[src/rtl/fb_swap_controller_if.sv]
// Frame-store handshake between the video timing, the raycaster and the swap controller.
interface fb_swap_controller_if #(
   parameter int unsigned DROP_CNT_WIDTH = 8
);
   localparam int unsigned HCNT_W      = 11;
   localparam int unsigned VCNT_W      = 10;
   localparam int unsigned FRAME_CNT_W = 16;

   logic [HCNT_W-1:0]         hcount_in;
   logic [VCNT_W-1:0]         vcount_in;
   logic                      ray_valid_in;
   logic                      ray_last_pixel_in;
   logic                      ray_start_out;
   logic                      write_en_out;
   logic                      write_sel_out;
   logic                      swap_out;
   logic [FRAME_CNT_W-1:0]    frame_count_out;
   logic [DROP_CNT_WIDTH-1:0] drop_count_out;
   logic                      error_out;

   // Video timing / raycaster side
   modport master (
      output hcount_in, vcount_in, ray_valid_in, ray_last_pixel_in,
      input  ray_start_out, write_en_out, write_sel_out, swap_out,
             frame_count_out, drop_count_out, error_out
   );

   // Swap controller side
   modport slave (
      input  hcount_in, vcount_in, ray_valid_in, ray_last_pixel_in,
      output ray_start_out, write_en_out, write_sel_out, swap_out,
             frame_count_out, drop_count_out, error_out
   );
endinterface

[src/rtl/fb_swap_controller.sv]
// Double-buffered frame store sequencer: starts ray frames, gates pixel writes,
// and swaps write/display buffers only at a video frame boundary after a full render.
module fb_swap_controller #(
   parameter int unsigned FULL_SCREEN_WIDTH  = 1280,
   parameter int unsigned FULL_SCREEN_HEIGHT = 720,
   parameter int unsigned DROP_CNT_WIDTH     = 8
) (
   input  logic                pixel_clk_in,
   input  logic                rst_in,
   fb_swap_controller_if.slave bus
);
   localparam int unsigned HCNT_W      = 11;
   localparam int unsigned VCNT_W      = 10;
   localparam int unsigned FRAME_CNT_W = 16;

   typedef enum logic [1:0] {
      S_IDLE      = 2'd0,
      S_RENDER    = 2'd1,
      S_DONE_WAIT = 2'd2,
      S_SWAP      = 2'd3
   } state_e;

   state_e                    state_q;
   logic                      ray_start_q;
   logic                      write_sel_q;
   logic                      swap_q;
   logic                      error_q;
   logic [FRAME_CNT_W-1:0]    frame_cnt_q;
   logic [FRAME_CNT_W-1:0]    frame_cnt_d;
   logic [DROP_CNT_WIDTH-1:0] drop_cnt_q;
   logic [DROP_CNT_WIDTH-1:0] drop_cnt_d;

   logic frame_end;
   logic accept;
   logic last;

   // Last active pixel of the last active line marks the video frame boundary
   assign frame_end = (bus.hcount_in == HCNT_W'(FULL_SCREEN_WIDTH - 1)) &&
                      (bus.vcount_in == VCNT_W'(FULL_SCREEN_HEIGHT - 1));

   // Pixels are only accepted in RENDER once the start pulse has been issued
   assign accept = (state_q == S_RENDER) && !ray_start_q && bus.ray_valid_in;
   assign last   = accept && bus.ray_last_pixel_in;

   // Saturating drop count and wrapping frame count
   assign drop_cnt_d  = (&drop_cnt_q) ? drop_cnt_q : drop_cnt_q + DROP_CNT_WIDTH'(1);
   assign frame_cnt_d = frame_cnt_q + FRAME_CNT_W'(1);

   // State machine with registered outputs; reset abandons any frame in flight
   always_ff @(posedge pixel_clk_in) begin
      if (rst_in) begin
         state_q     <= S_IDLE;
         ray_start_q <= 1'b0;
         write_sel_q <= 1'b0;
         swap_q      <= 1'b0;
         error_q     <= 1'b0;
         frame_cnt_q <= '0;
         drop_cnt_q  <= '0;
      end else begin
         ray_start_q <= 1'b0;
         swap_q      <= 1'b0;
         if (bus.ray_valid_in && !accept) begin
            error_q <= 1'b1;
         end
         case (state_q)
            S_IDLE: begin
               state_q     <= S_RENDER;
               ray_start_q <= 1'b1;
            end
            S_RENDER: begin
               if (last) begin
                  if (frame_end) begin
                     state_q <= S_SWAP;
                     swap_q  <= 1'b1;
                  end else begin
                     state_q <= S_DONE_WAIT;
                  end
               end else if (frame_end) begin
                  drop_cnt_q <= drop_cnt_d;
               end
            end
            S_DONE_WAIT: begin
               if (frame_end) begin
                  state_q <= S_SWAP;
                  swap_q  <= 1'b1;
               end
            end
            S_SWAP: begin
               state_q     <= S_RENDER;
               write_sel_q <= ~write_sel_q;
               frame_cnt_q <= frame_cnt_d;
               ray_start_q <= 1'b1;
            end
            default: state_q <= S_IDLE;
         endcase
      end
   end

   // Write enable is zero-latency so it lines up with the address/data going to the BRAM
   assign bus.write_en_out    = !rst_in && accept;
   assign bus.ray_start_out   = ray_start_q;
   assign bus.write_sel_out   = write_sel_q;
   assign bus.swap_out        = swap_q;
   assign bus.frame_count_out = frame_cnt_q;
   assign bus.drop_count_out  = drop_cnt_q;
   assign bus.error_out       = error_q;

endmodule

[src/flat_wrapper.sv]
// flat-port wrapper written by rule: the top's interface ports become plain ports
module fb_swap_controller_flat 
#(
   parameter int unsigned FULL_SCREEN_WIDTH  = 1280,
   parameter int unsigned FULL_SCREEN_HEIGHT = 720,
   parameter int unsigned DROP_CNT_WIDTH     = 8
)
  (pixel_clk_in, rst_in, bus_hcount_in, bus_vcount_in, bus_ray_valid_in, bus_ray_last_pixel_in, bus_ray_start_out, bus_write_en_out, bus_write_sel_out, bus_swap_out, bus_frame_count_out, bus_drop_count_out, bus_error_out);
  fb_swap_controller_if #(.DROP_CNT_WIDTH(DROP_CNT_WIDTH)) bus_i ();
  input  logic pixel_clk_in;
  input  logic rst_in;
  input wire logic [$bits(bus_i.hcount_in)-1:0] bus_hcount_in;
  input wire logic [$bits(bus_i.vcount_in)-1:0] bus_vcount_in;
  input wire logic [$bits(bus_i.ray_valid_in)-1:0] bus_ray_valid_in;
  input wire logic [$bits(bus_i.ray_last_pixel_in)-1:0] bus_ray_last_pixel_in;
  output wire logic [$bits(bus_i.ray_start_out)-1:0] bus_ray_start_out;
  output wire logic [$bits(bus_i.write_en_out)-1:0] bus_write_en_out;
  output wire logic [$bits(bus_i.write_sel_out)-1:0] bus_write_sel_out;
  output wire logic [$bits(bus_i.swap_out)-1:0] bus_swap_out;
  output wire logic [$bits(bus_i.frame_count_out)-1:0] bus_frame_count_out;
  output wire logic [$bits(bus_i.drop_count_out)-1:0] bus_drop_count_out;
  output wire logic [$bits(bus_i.error_out)-1:0] bus_error_out;
  assign bus_i.hcount_in = bus_hcount_in;
  assign bus_i.vcount_in = bus_vcount_in;
  assign bus_i.ray_valid_in = bus_ray_valid_in;
  assign bus_i.ray_last_pixel_in = bus_ray_last_pixel_in;
  assign bus_ray_start_out = bus_i.ray_start_out;
  assign bus_write_en_out = bus_i.write_en_out;
  assign bus_write_sel_out = bus_i.write_sel_out;
  assign bus_swap_out = bus_i.swap_out;
  assign bus_frame_count_out = bus_i.frame_count_out;
  assign bus_drop_count_out = bus_i.drop_count_out;
  assign bus_error_out = bus_i.error_out;
  fb_swap_controller #(.FULL_SCREEN_WIDTH(FULL_SCREEN_WIDTH), .FULL_SCREEN_HEIGHT(FULL_SCREEN_HEIGHT), .DROP_CNT_WIDTH(DROP_CNT_WIDTH)) u_core (.pixel_clk_in(pixel_clk_in), .rst_in(rst_in), .bus(bus_i));
endmodule
[config.mk]
export PLATFORM = sky130hd
export DESIGN_NAME = fb_swap_controller_flat
export DESIGN_NICKNAME = d
export VERILOG_FILES = /design/src/rtl/fb_swap_controller_if.sv /design/src/rtl/fb_swap_controller.sv /design/src/flat_wrapper.sv
export SDC_FILE = /design/constraint.sdc
export NUM_CORES = 1
export LEC_CHECK = 0
export CAP_MARGIN = 20
export CORE_MARGIN = 2
export CORE_UTILIZATION = 47
export CTS_CLUSTER_SIZE = 40
export DETAILED_ROUTE_END_ITERATION = 8
export PLACE_DENSITY = 0.94
export SYNTH_ARGS = -nofsm -noshare
export SYNTH_HDL_FRONTEND = slang
export SYNTH_SLANG_ARGS = --single-unit
[constraint.sdc]
create_clock -name pixel_clk_in -period 3.15 [get_ports pixel_clk_in]
set_input_delay 0.315 -clock pixel_clk_in [delete_from_list [all_inputs] [get_ports pixel_clk_in]]
set_output_delay 0.315 -clock pixel_clk_in [all_outputs]
set_load 0.005 [all_outputs]
Word level (Yosys, flattened, before mapping):

Cells that the tools add are included.

* bits in registers: 30

* reduce and logical (&&, ||, !) cells: 14
* bitwise gates (word level): 3
* equal/unequal tests: 7
* $add $sub $neg: 2
* muxes and demuxes: 8

Operator list (count)
* $add A16 B1 Y16 const B: 1
* $eq A11 B11 Y1 const B: 1
* $eq A10 B10 Y1 const B: 1
* $add A8 B1 Y8 const B: 1
* $reduce_and A8 Y1: 1
* $logic_and A1 B1 Y1: 6
* $pmux W2 S3: 1
* $eq A2 B2 Y1 const B: 2
* $mux W1: 4
* $mux W2: 2
* $ne A2 B1 Y1 const B: 2
* $reduce_and A4 Y1: 1
* $logic_not A1 Y1: 3
* $not A1 Y1: 3
* $eq A2 B1 Y1 const B: 1
* $logic_not A2 Y1: 1
* $pmux W1 S2: 1
* $reduce_and A2 Y1: 1
* $reduce_or A2 Y1: 1

Logic depth before layout (Yosys ltp):

Gate-level depths: netlist of the first run.

* depth in word-level cells: 6
* mapped depth: 7

Worst setup path before layout of the first run:

OpenSTA, ideal clock, no wires.

* path kind: input port to flip-flop
* start point: input port bus_vcount_in[4]
* end point: register u_core.drop_cnt_q[5] (netlist: u_core.bus.drop_count_out[5])
* setup time: 70 ps
* cell stages on the path: 6
* buffers on the path: 1
* slack: 1444 ps
* data arrival time: 1636 ps
* required time: 3080 ps
* cells stage by stage: nand4bb_4 > nor4_4 > nand3_2 > buf_6 > or4_1 > a21oi_1

* word-level cells in the longest chain between the ends: 3

Ends and longest elaborated chain
* start, declared: line flat_wrapper.sv:13 `input wire logic [$bits(bus_i.vcount_in)-1:0] bus_vcount_in;`
* $eq A10 B10 Y1: line fb_swap_controller.sv:39 `(bus.vcount_in == VCNT_W'(FULL_SCREEN_HEIGHT - 1));`
* $logic_and A1 B1 Y1: line fb_swap_controller.sv:38 `assign frame_end = (bus.hcount_in == HCNT_W'(FULL_SCREEN_WIDTH - 1)) &&`
* $reduce_and A4 Y1 (no line)
* end signal, assigned: line fb_swap_controller.sv:79 `drop_cnt_q <= drop_cnt_d;`
* end, declared: line fb_swap_controller.sv:30 `logic [DROP_CNT_WIDTH-1:0] drop_cnt_q;`

No other way between the ends.
A chain may end at the register's enable or synchronous reset.

Worst setup path after layout of the first run:

* start point: register u_core.state_q[1]
* end point: output port bus_write_en_out

* word-level cells in the longest chain between the ends: 4

Ends and longest elaborated chain
* start, declared: line fb_swap_controller.sv:23 `state_e state_q;`
* start signal, assigned: line fb_swap_controller.sv:52 `state_q <= S_IDLE;`
* start signal, assigned: line fb_swap_controller.sv:67 `state_q <= S_RENDER;`
* start signal, assigned: line fb_swap_controller.sv:73 `state_q <= S_SWAP;`
* $eq A2 B1 Y1: line fb_swap_controller.sv:42 `assign accept = (state_q == S_RENDER) && !ray_start_q && bus.ray_valid_in;`
* $logic_and A1 B1 Y1 (2 in a row): line fb_swap_controller.sv:42
* $logic_and A1 B1 Y1: line fb_swap_controller.sv:100 `assign bus.write_en_out = !rst_in && accept;`
* end, declared: line flat_wrapper.sv:17 `output wire logic [$bits(bus_i.write_en_out)-1:0] bus_write_en_out;`

No other way between the ends.

==> impl_metrics.tcl, run 1 <==
set metrics [dict create \
    status "complete, no violations" \
    drc_errors 0 \
    tightest_slew_ns 0.625 \
    async_flop_share 0 \
    fin_nets 244 \
    drive_above_1_share 0.0748 \
    comb_power_share 0.216 \
    hold_viol 0 \
    final_cell_area_mm2 0.00207 \
    drtAntennaViolNets 0 \
    cts_buffers 5 \
    drt_wl_total_um 3320 \
    crit_start "u_core.state_q[1]" \
    reg2reg_depth 6 \
    synth_area_per_cell_um2 9.09 \
    r2r_start "u_core.state_q[1]" \
    timing.final.ws_setup_ns 1.04 \
    yosysWarnings 0 \
    dieArea_mm2 0.00351 \
    fmax_mhz 475 \
    utilization 0.695 \
    syn-cell-area_mm2 0.00144 \
    ys_seq_elements 30 \
    vias 1334 \
    num_rows 20 \
    synth_flop_cell "dfxtp_1" \
    cts.sinks 30 \
    wl_per_cell_um 13.4 \
    cts-root-buf "clkbuf_4" \
    skew_ns 0.00465 \
    netlist_instances 158 \
    min_period_over_period 0.669 \
    rsz0062_at_grt "no" \
    grt_pass1_vias 1272 \
    clk_pin_slew_worst_paths_ns 0.09 \
    ir_worst_vdd_mv 0.394 \
    grt_max_degree 32 \
    start_util 0.482 \
    worst_hold_slack_ns 0.484 \
    rrSetupSlack_ns 1.13 \
    overflow 0 \
    grt_first_pass_wirelength_um 5500 \
    cap_violations 0 \
    pin_count 54 \
    layout_min_cycle_time_ns 2.11 \
    antennaDiodeCount 0 \
    dp_slack_ns 0.873 \
    seq_area_frac_synth 0.418 \
    slew_headroom 0.580 \
    post_cts_buffers 0 \
    core_mm2 0.00298 \
    switching_share 0.250 \
    syn-num-nets 188 \
    holdPathStages 2 \
    hold_class "reg2reg" \
    ctsLongestPathBuffers 2 \
    viasPerCell 5.40 \
    htreeDepth 2 \
    worstSkewPairLatency_ns 0.33 \
    postCtsHoldBufs 0 \
    drt_iter0_drc 68 \
    dp_hpwl_um 2430 \
    die_x_um 59.3 \
    leakage_nw 0.733 \
    arrival_ns 1.79 \
    cts_resized 0 \
    ys_types 37 \
    setup_viol 0 \
    area_growth_pct 44.1 \
    gp_congestion 0.741 \
    critPathCaptureType "output pin" \
    switching_power_w 0.000236 \
    critPathRequiredTime_ns 2.83 \
    powerDensity_mw_per_mm2 456 \
    cp-start-kind "register" \
    clock_power_share 0.332 \
    seqPwrFrac 0.452 \
    grt_antenna_before_repair 0 \
    final-max-slew-violation-count 0 \
    tns_ns 0 \
    io_buffers 53 \
    critPathKind "reg2out" \
    internal_power_w 0.000708 \
    synth-edff-count 0 \
    die_h_um 59.3 \
    cp_max_fo 4 \
    cts_tree "built" \
    grt.total_usage 0.209 \
    hold_path_startpoint "u_core.bus.error_out" \
    placed_cell_area_mm2 0.00199 \
    drt_pass1_iterations 4 \
]
[metrics by stage]
stage	total power, W	std cells
final	0.000944	247
after CTS	0.000949	247
after global routing	0.000993	247
after floorplan	0.000552	158
after detailed placement	0.000638	240
after global placement	0.000626	240
[power by group through the flow]
| stage | Sequential, W | Clock, W | Combinational [W] |
|---|---|---|---|
| after floorplan | 0.000432 | 0 | 0.000120 |
| after global placement | 0.000433 | 0 | 0.000193 |
| after detailed placement | 0.000435 | 0 | 0.000203 |
| after CTS | 0.000427 | 0.000318 | 0.000205 |
| after global routing | 0.000431 | 0.000334 | 0.000228 |
| final | 0.000426 | 0.000314 | 0.000204 |
[cell type report]
type | count | area [um2]
Multi-Input combinational cell | 118 | 790
Clock buffer | 6 | 51.3
Timing Repair Buffer | 54 | 538
Clock inverter | 1 | 30.0
Tap cell | 33 | 41.3
Inverter | 5 | 18.8
Sequential cell | 30 | 601
Fill cell | 239 | 908
[flip-flops by register name, summed over array words and instances, names as in the netlist]
register                    count
u_core.bus.swap_out             1
u_core.bus.drop_count_out       8
u_core.bus.write_sel_out        1
u_core.bus.ray_start_out        1
u_core.bus.frame_count_out     16
u_core.state_q                  2
u_core.bus.error_out            1
[placed cells by master (no fill, tap or decap)]
cell type,count
nand2b_1,1
dfxtp_1,30
o21ba_2,1
nand2_1,11
inv_1,5
nor3b_4,1
a21o_1,1
o21ai_0,3
xor2_1,14
nand4_1,8
mux2i_1,2
nand3_2,1
nand4b_1,1
and3_1,1
or4_1,3
a221oi_1,1
nand3b_1,1
buf_4,1
o31ai_1,3
nor4_1,3
nor3b_1,2
nor4_4,1
xnor2_1,3
nand3_1,9
a21oi_1,6
nand4bb_4,1
o221a_2,1
bufinv_16,1
clkdlybuf4s50_1,53
nor2_1,27
nor3_1,1
or3_1,2
clkbuf_4,5
nor2b_1,1
o31a_2,1
ha_1,5
mux2_2,1
clkbuf_8,1
o21a_1,1
[worst max-delay path, stage by stage, from the launching register on]
cell,delay (ns)
dfxtp_1,0.34
inv_1,0.08
ha_1,0.21
nand2b_1,0.11
nor3b_1,0.19
clkdlybuf4s50_1,0.53
[final timing paths]
check / end
worst max-delay path: bus_write_en_out
worst min-delay path: u_core.bus.error_out
worst max register to register: u_core.bus.frame_count_out[13]
worst min register to register: u_core.bus.error_out
[cell families (layout without fill, tap and decap cells)]
kind of cell,Yosys count,after routing,synth area share
compound gates,18,18,0.0854
buf+inv,10,66,0.0322
xor+xnor,17,17,0.104
flops,30,30,0.418
fa+ha+maj,5,5,0.0436
simple gates,75,75,0.295
mux,3,3,0.0218
[synth_stat cells, types with 2 or more instances]
cell type | n | share of area
clkbuf_1 | 3 | 0.0078
o31ai_1 | 3 | 0.016
xor2_1 | 14 | 0.085
dfxtp_1 | 30 | 0.42
nor3b_1 | 2 | 0.010
nor2_1 | 27 | 0.071
xnor2_1 | 3 | 0.018
ha_1 | 5 | 0.044
or3_1 | 2 | 0.0087
nand3_1 | 9 | 0.031
nor4_1 | 3 | 0.013
a21oi_1 | 6 | 0.021
mux2i_1 | 2 | 0.014
nand2_1 | 11 | 0.029
or4_1 | 3 | 0.016
inv_1 | 5 | 0.013
o21ai_0 | 3 | 0.010
nand4_1 | 8 | 0.035
[per-layer routing]
layer	track usage	share of wire
met1	0.234	0.42
met2	0.359	0.51
met3	0.0546	0.046
met4	0.107	0.022
met5	0	0
Note: power is estimated with default switching activity, not from simulation.
==> run 2: changes to the inputs <==
CORE_UTILIZATION = 39   (was 47)
PLACE_DENSITY = 0.85   (was 0.94)
clock period = 1.8 ns   (was 3.15 ns; I/O delays follow)
==> run 2 against run 1 <==
Against the previous run: wire length fell by 6.3%; critical path depth is 1 higher; final cell count is 10% higher; clock power grew 59%; sequential power increased by 74%; cell area increased by 4.6%; critical endpoint is now u_core.bus.drop_count_out[5].
==> impl_metrics.tcl, run 2 (synthesized netlist as in run 1, its figures left out) <==
set metrics [dict create \
    cap_violations 0 \
    htreeDepth 2 \
    hold_path_startpoint "u_core.bus.error_out" \
    r2r_start "u_core.bus.drop_count_out[0]" \
    ir_worst_vdd_mv 0.523 \
    grt.total_usage 0.164 \
    fill_cells 308 \
    worstSkewPairLatency_ns 0.28 \
    drive_above_1_share 0.107 \
    clk_pin_slew_worst_paths_ns 0.06 \
    ctsLongestPathBuffers 2 \
    drt_wl_total_um 3110 \
    die_x_um 64.7 \
    final_cell_mix "52 x clkdlybuf4s50_1, 30 x dfxtp_1, 27 x nor2_1" \
    tightest_slew_ns 0.304 \
    leakage_nw 0.781 \
    dp_slack_ns -0.224 \
    placed_cell_area_mm2 0.00208 \
    hold_class "reg2reg" \
    cts_buffers 5 \
    core_mm2 0.00361 \
    start_util 0.398 \
    antennaDiodeCount 0 \
    multi_input_area_um2 797 \
    drtAntennaViolNets 0 \
    crit_start "bus_vcount_in[4]" \
    wl_per_cell_um 11.4 \
    critPathCaptureType "register" \
    grt_pass1_vias 1225 \
    post_cts_buffers 0 \
    reg2reg_depth 6 \
    layout_min_cycle_time_ns 1.72 \
    final_cell_area_mm2 0.00216 \
    worst_hold_slack_ns 0.479 \
    pin_count 54 \
    num_rows 22 \
    cts-root-buf "clkbuf_8" \
    rrSetupSlack_ns 0.12 \
    viasPerCell 4.88 \
    io_buffers 53 \
    ff_latch_area_um2 601 \
    cts.sinks 30 \
    critPathRequiredTime_ns 2.01 \
    slew_headroom 0.796 \
    timing.final.ws_setup_ns 0.0786 \
    layout_commonest_cell "clkdlybuf4s50_1" \
    fin_nets 254 \
    skew_ns 0.00501 \
    fmax_mhz 581 \
    setup_viol 0 \
    hold_viol 0 \
    cp_max_fo 9 \
    grt_first_pass_wirelength_um 5290 \
    largest_register_ff_count 16 \
    overflow 0 \
    arrival_ns 1.93 \
    cp-start-kind "input port" \
    grt_max_degree 31 \
    powerDensity_mw_per_mm2 743 \
    drc_errors 0 \
    dp_hpwl_um 2310 \
    cts_tree "built" \
    min_period_over_period 0.956 \
    dieArea_mm2 0.00418 \
    final-max-slew-violation-count 0 \
    area_growth_pct 50.7 \
    vias 1328 \
    drt_pass1_iterations 4 \
    status "complete, no violations" \
    die_h_um 64.7 \
    gp_congestion 0.776 \
    holdPathStages 2 \
    critPathKind "in2reg" \
    grt_antenna_before_repair 0 \
    drt_iter0_drc 75 \
]
-- run 2: cell count changes in the layout (fill, tap and decap cells not counted) --
cell             previous run  this run
nand3_4                     0         1
dlygate4sd2_1               0         1
clkbuf_8                    1         5
bufinv_16                   1         0
buf_4                       1        11
clkbuf_4                    5         0
nand3_2                     1         0
clkbuf_1                    0         2
clkdlybuf4s50_1            53        52
-- run 2: area by class of cell --
| cell class | instances | area share |
|---|---|---|
| multi-input cells | 118 | 0.368 |
| repair buffers | 64 | 0.283 |
| flip-flops and latches | 30 | 0.277 |
| clock buffers | 7 | 0.0353 |
| well taps | 48 | 0.0277 |
| inverters | 5 | 0.00867 |
-- run 2: repair_timing --
action,in CTS,in global routing
setup endpoints to repair,1,3
hold buffers,0,0
gates resized for setup,1,1
-- run 2: critical path, cell delays in order --
cell and delay, ns:
clkdlybuf4s50_1 0.40, nand4bb_4 0.24, nor4_4 0.37, nand3_4 0.15
or4_1 0.42, a21oi_1 0.16
-- run 2: metrics by stage --
step                cells  setup TNS, ns   util  total power [W]
global placement      265         -0.888  0.577          0.00111
detailed placement    265          -1.19  0.577          0.00112
floorplan             158              0      -         0.000965
CTS                   272              0  0.598          0.00162
finish                272              0  0.600          0.00161
global route          272        -0.0176  0.600          0.00170
-- run 2: path summary, 6_finish.rpt --
path,to
setup / recovery,u_core.bus.drop_count_out[5]
hold / removal,u_core.bus.error_out
setup reg to reg,u_core.bus.drop_count_out[5]
hold reg to reg,u_core.bus.error_out
-- run 2: per-layer routing --
layer / wire [um] / global-route usage / up-vias
li1: - / - / 687
met1: 1430 / 0.191 / 609
met2: 1480 / 0.271 / 27
met3: 144 / 0.0573 / 5
met4: 54 / 0.0745 / 0
met5: 0 / 0 / -
-- run 2: power breakdown --
part | switching, W | total, W | internal (W)
registers | 0.0000337 | 0.000743 | 0.000709
logic | 0.000148 | 0.000365 | 0.000217
clock network | 0.000234 | 0.000500 | 0.000265
total | 0.000416 | 0.00161 | 0.00119
==> run 3: changes to the inputs <==
RECOVER_POWER = 50   (was not set)
==> run 3 against run 2 <==
Against the previous run: clock power hardly changed; setup slack is essentially flat; largest cell class unchanged; hold slack got worse by 0.010 ns.
==> impl_metrics.tcl, run 3 (synthesized netlist as in run 1, its figures left out) <==
set metrics [dict create \
    grtUsageMet2 0.271 \
    wl_per_cell_um 11.5 \
    die_x_um 64.7 \
    hold_viol 0 \
    worst_hold_slack_ns 0.469 \
    final-max-slew-violation-count 0 \
    cp_max_fo 9 \
    core_mm2 0.00361 \
    leakage_nw 0.837 \
    grt.total_usage 0.164 \
    dp_cells 265 \
    vias 1331 \
    viasPerCell 4.89 \
    largest_register_ff_count 16 \
    post_cts_buffers 0 \
    drive_above_1_share 0.103 \
    antennaDiodeCount 0 \
    critPathKind "in2reg" \
    cts_tree "built" \
    cp-start-kind "input port" \
    final_cell_mix "34 x clkdlybuf4s50_1, 30 x dfxtp_1, 27 x nor2_1" \
    met3_usage 0.0573 \
    layout_commonest_cell "clkdlybuf4s50_1" \
    drtAntennaViolNets 0 \
    hold_class "reg2reg" \
    drt_iter0_drc 79 \
    grt_first_pass_wirelength_um 5290 \
    r2r_start "u_core.bus.drop_count_out[0]" \
    worstSkewPairLatency_ns 0.28 \
    critPathRequiredTime_ns 2.00 \
    grt_busiest_layer "met2" \
    fill_cells 308 \
    pin_count 54 \
    fin_cells 272 \
    overflow 0 \
    tightest_slew_ns 0.304 \
    final_cell_area_mm2 0.00216 \
    fin_nets 254 \
    clk_pin_slew_worst_paths_ns 0.06 \
    die_h_um 64.7 \
    start_util 0.398 \
    area_growth_pct 50.4 \
    placed_cell_area_mm2 0.00208 \
    min_period_over_period 0.956 \
    setup_viol 0 \
    dieArea_mm2 0.00418 \
    cap_violations 0 \
    ctsLongestPathBuffers 2 \
    gp_congestion 0.776 \
    powerDensity_mw_per_mm2 740 \
    ir_worst_vdd_mv 0.511 \
    grt_max_degree 31 \
    io_buffers 53 \
    num_rows 22 \
    fmax_mhz 581 \
    drc_errors 0 \
    skew_ns 0.00532 \
    grt_util_met1 0.191 \
    drt_wl_total_um 3130 \
    grt_pass1_vias 1225 \
    htreeDepth 2 \
    status "complete, no violations" \
    postCtsHoldBufs 0 \
    hold_path_startpoint "u_core.bus.error_out" \
    grt_antenna_before_repair 0 \
    dp_slack_ns -0.224 \
    cts.sinks 30 \
    layout_min_cycle_time_ns 1.72 \
    crit_start "bus_vcount_in[4]" \
    cts_buffers 5 \
    slew_headroom 0.796 \
    arrival_ns 1.93 \
    critPathCaptureType "register" \
    timing.final.ws_setup_ns 0.0786 \
    utilization 0.599 \
    dp_hpwl_um 2310 \
    drt_pass1_iterations 4 \
    cts-root-buf "clkbuf_8" \
]
## run 3: cell count changes in the layout (fill, tap and decap cells not counted)
| cell | previous run | this run |
|---|---|---|
| buf_4 | 11 | 10 |
| clkdlybuf4s50_1 | 52 | 34 |
| clkbuf_1 | 2 | 3 |
| dlygate4sd3_1 | 0 | 18 |
## run 3: through the flow
stage	setup TNS (ns)	power, W
3_3_place_gp	-0.888	0.00111
4_1_cts	0	0.00162
2_1_floorplan	0	0.000965
5_1_grt	-0.0176	0.00169
6_report	0	0.00160
3_5_place_dp	-1.19	0.00112
## run 3: final timing paths
| kind | depth (start not counted) | slack, ns | to |
|---|---|---|---|
| max | 6 | 0.08 | u_core.bus.drop_count_out[5] |
| min | 2 | 0.47 | u_core.bus.error_out |
| max reg2reg | 6 | 0.13 | u_core.bus.drop_count_out[5] |
| min reg2reg | 2 | 0.47 | u_core.bus.error_out |
## run 3: repair_timing
action / CTS / global route
hold endpoints to repair: 0 / 0
setup endpoints to repair: 1 / 3
gates resized for setup: 1 / 1
## run 3: final cells by class
cell class	instances	area, um2	share of cell area
Clock buffer	7	76.3	0.0353
Inverter	5	18.8	0.00869
Multi-Input combinational cell	118	797	0.369
Sequential cell	30	601	0.278
Tap cell	48	60.1	0.0278
Timing Repair Buffer	64	608	0.281
## run 3: critical path, cell delays in order
cell             delay (ns)
clkdlybuf4s50_1        0.40
nand4bb_4              0.24
nor4_4                 0.37
nand3_4                0.15
or4_1                  0.42
a21oi_1                0.16
## run 3: where the power goes
group / total, W / internal (W) / switching [W]
Sequential: 0.000742 / 0.000709 / 0.0000330
Combinational: 0.000355 / 0.000206 / 0.000149
Clock: 0.000502 / 0.000265 / 0.000236
## run 3: metal layers
metal | vias to the layer above | part of all wire
met5 | - | 0
met4 | 0 | 0.016
met3 | 5 | 0.047
met2 | 29 | 0.48
met1 | 609 | 0.46
li1 | 688 | -
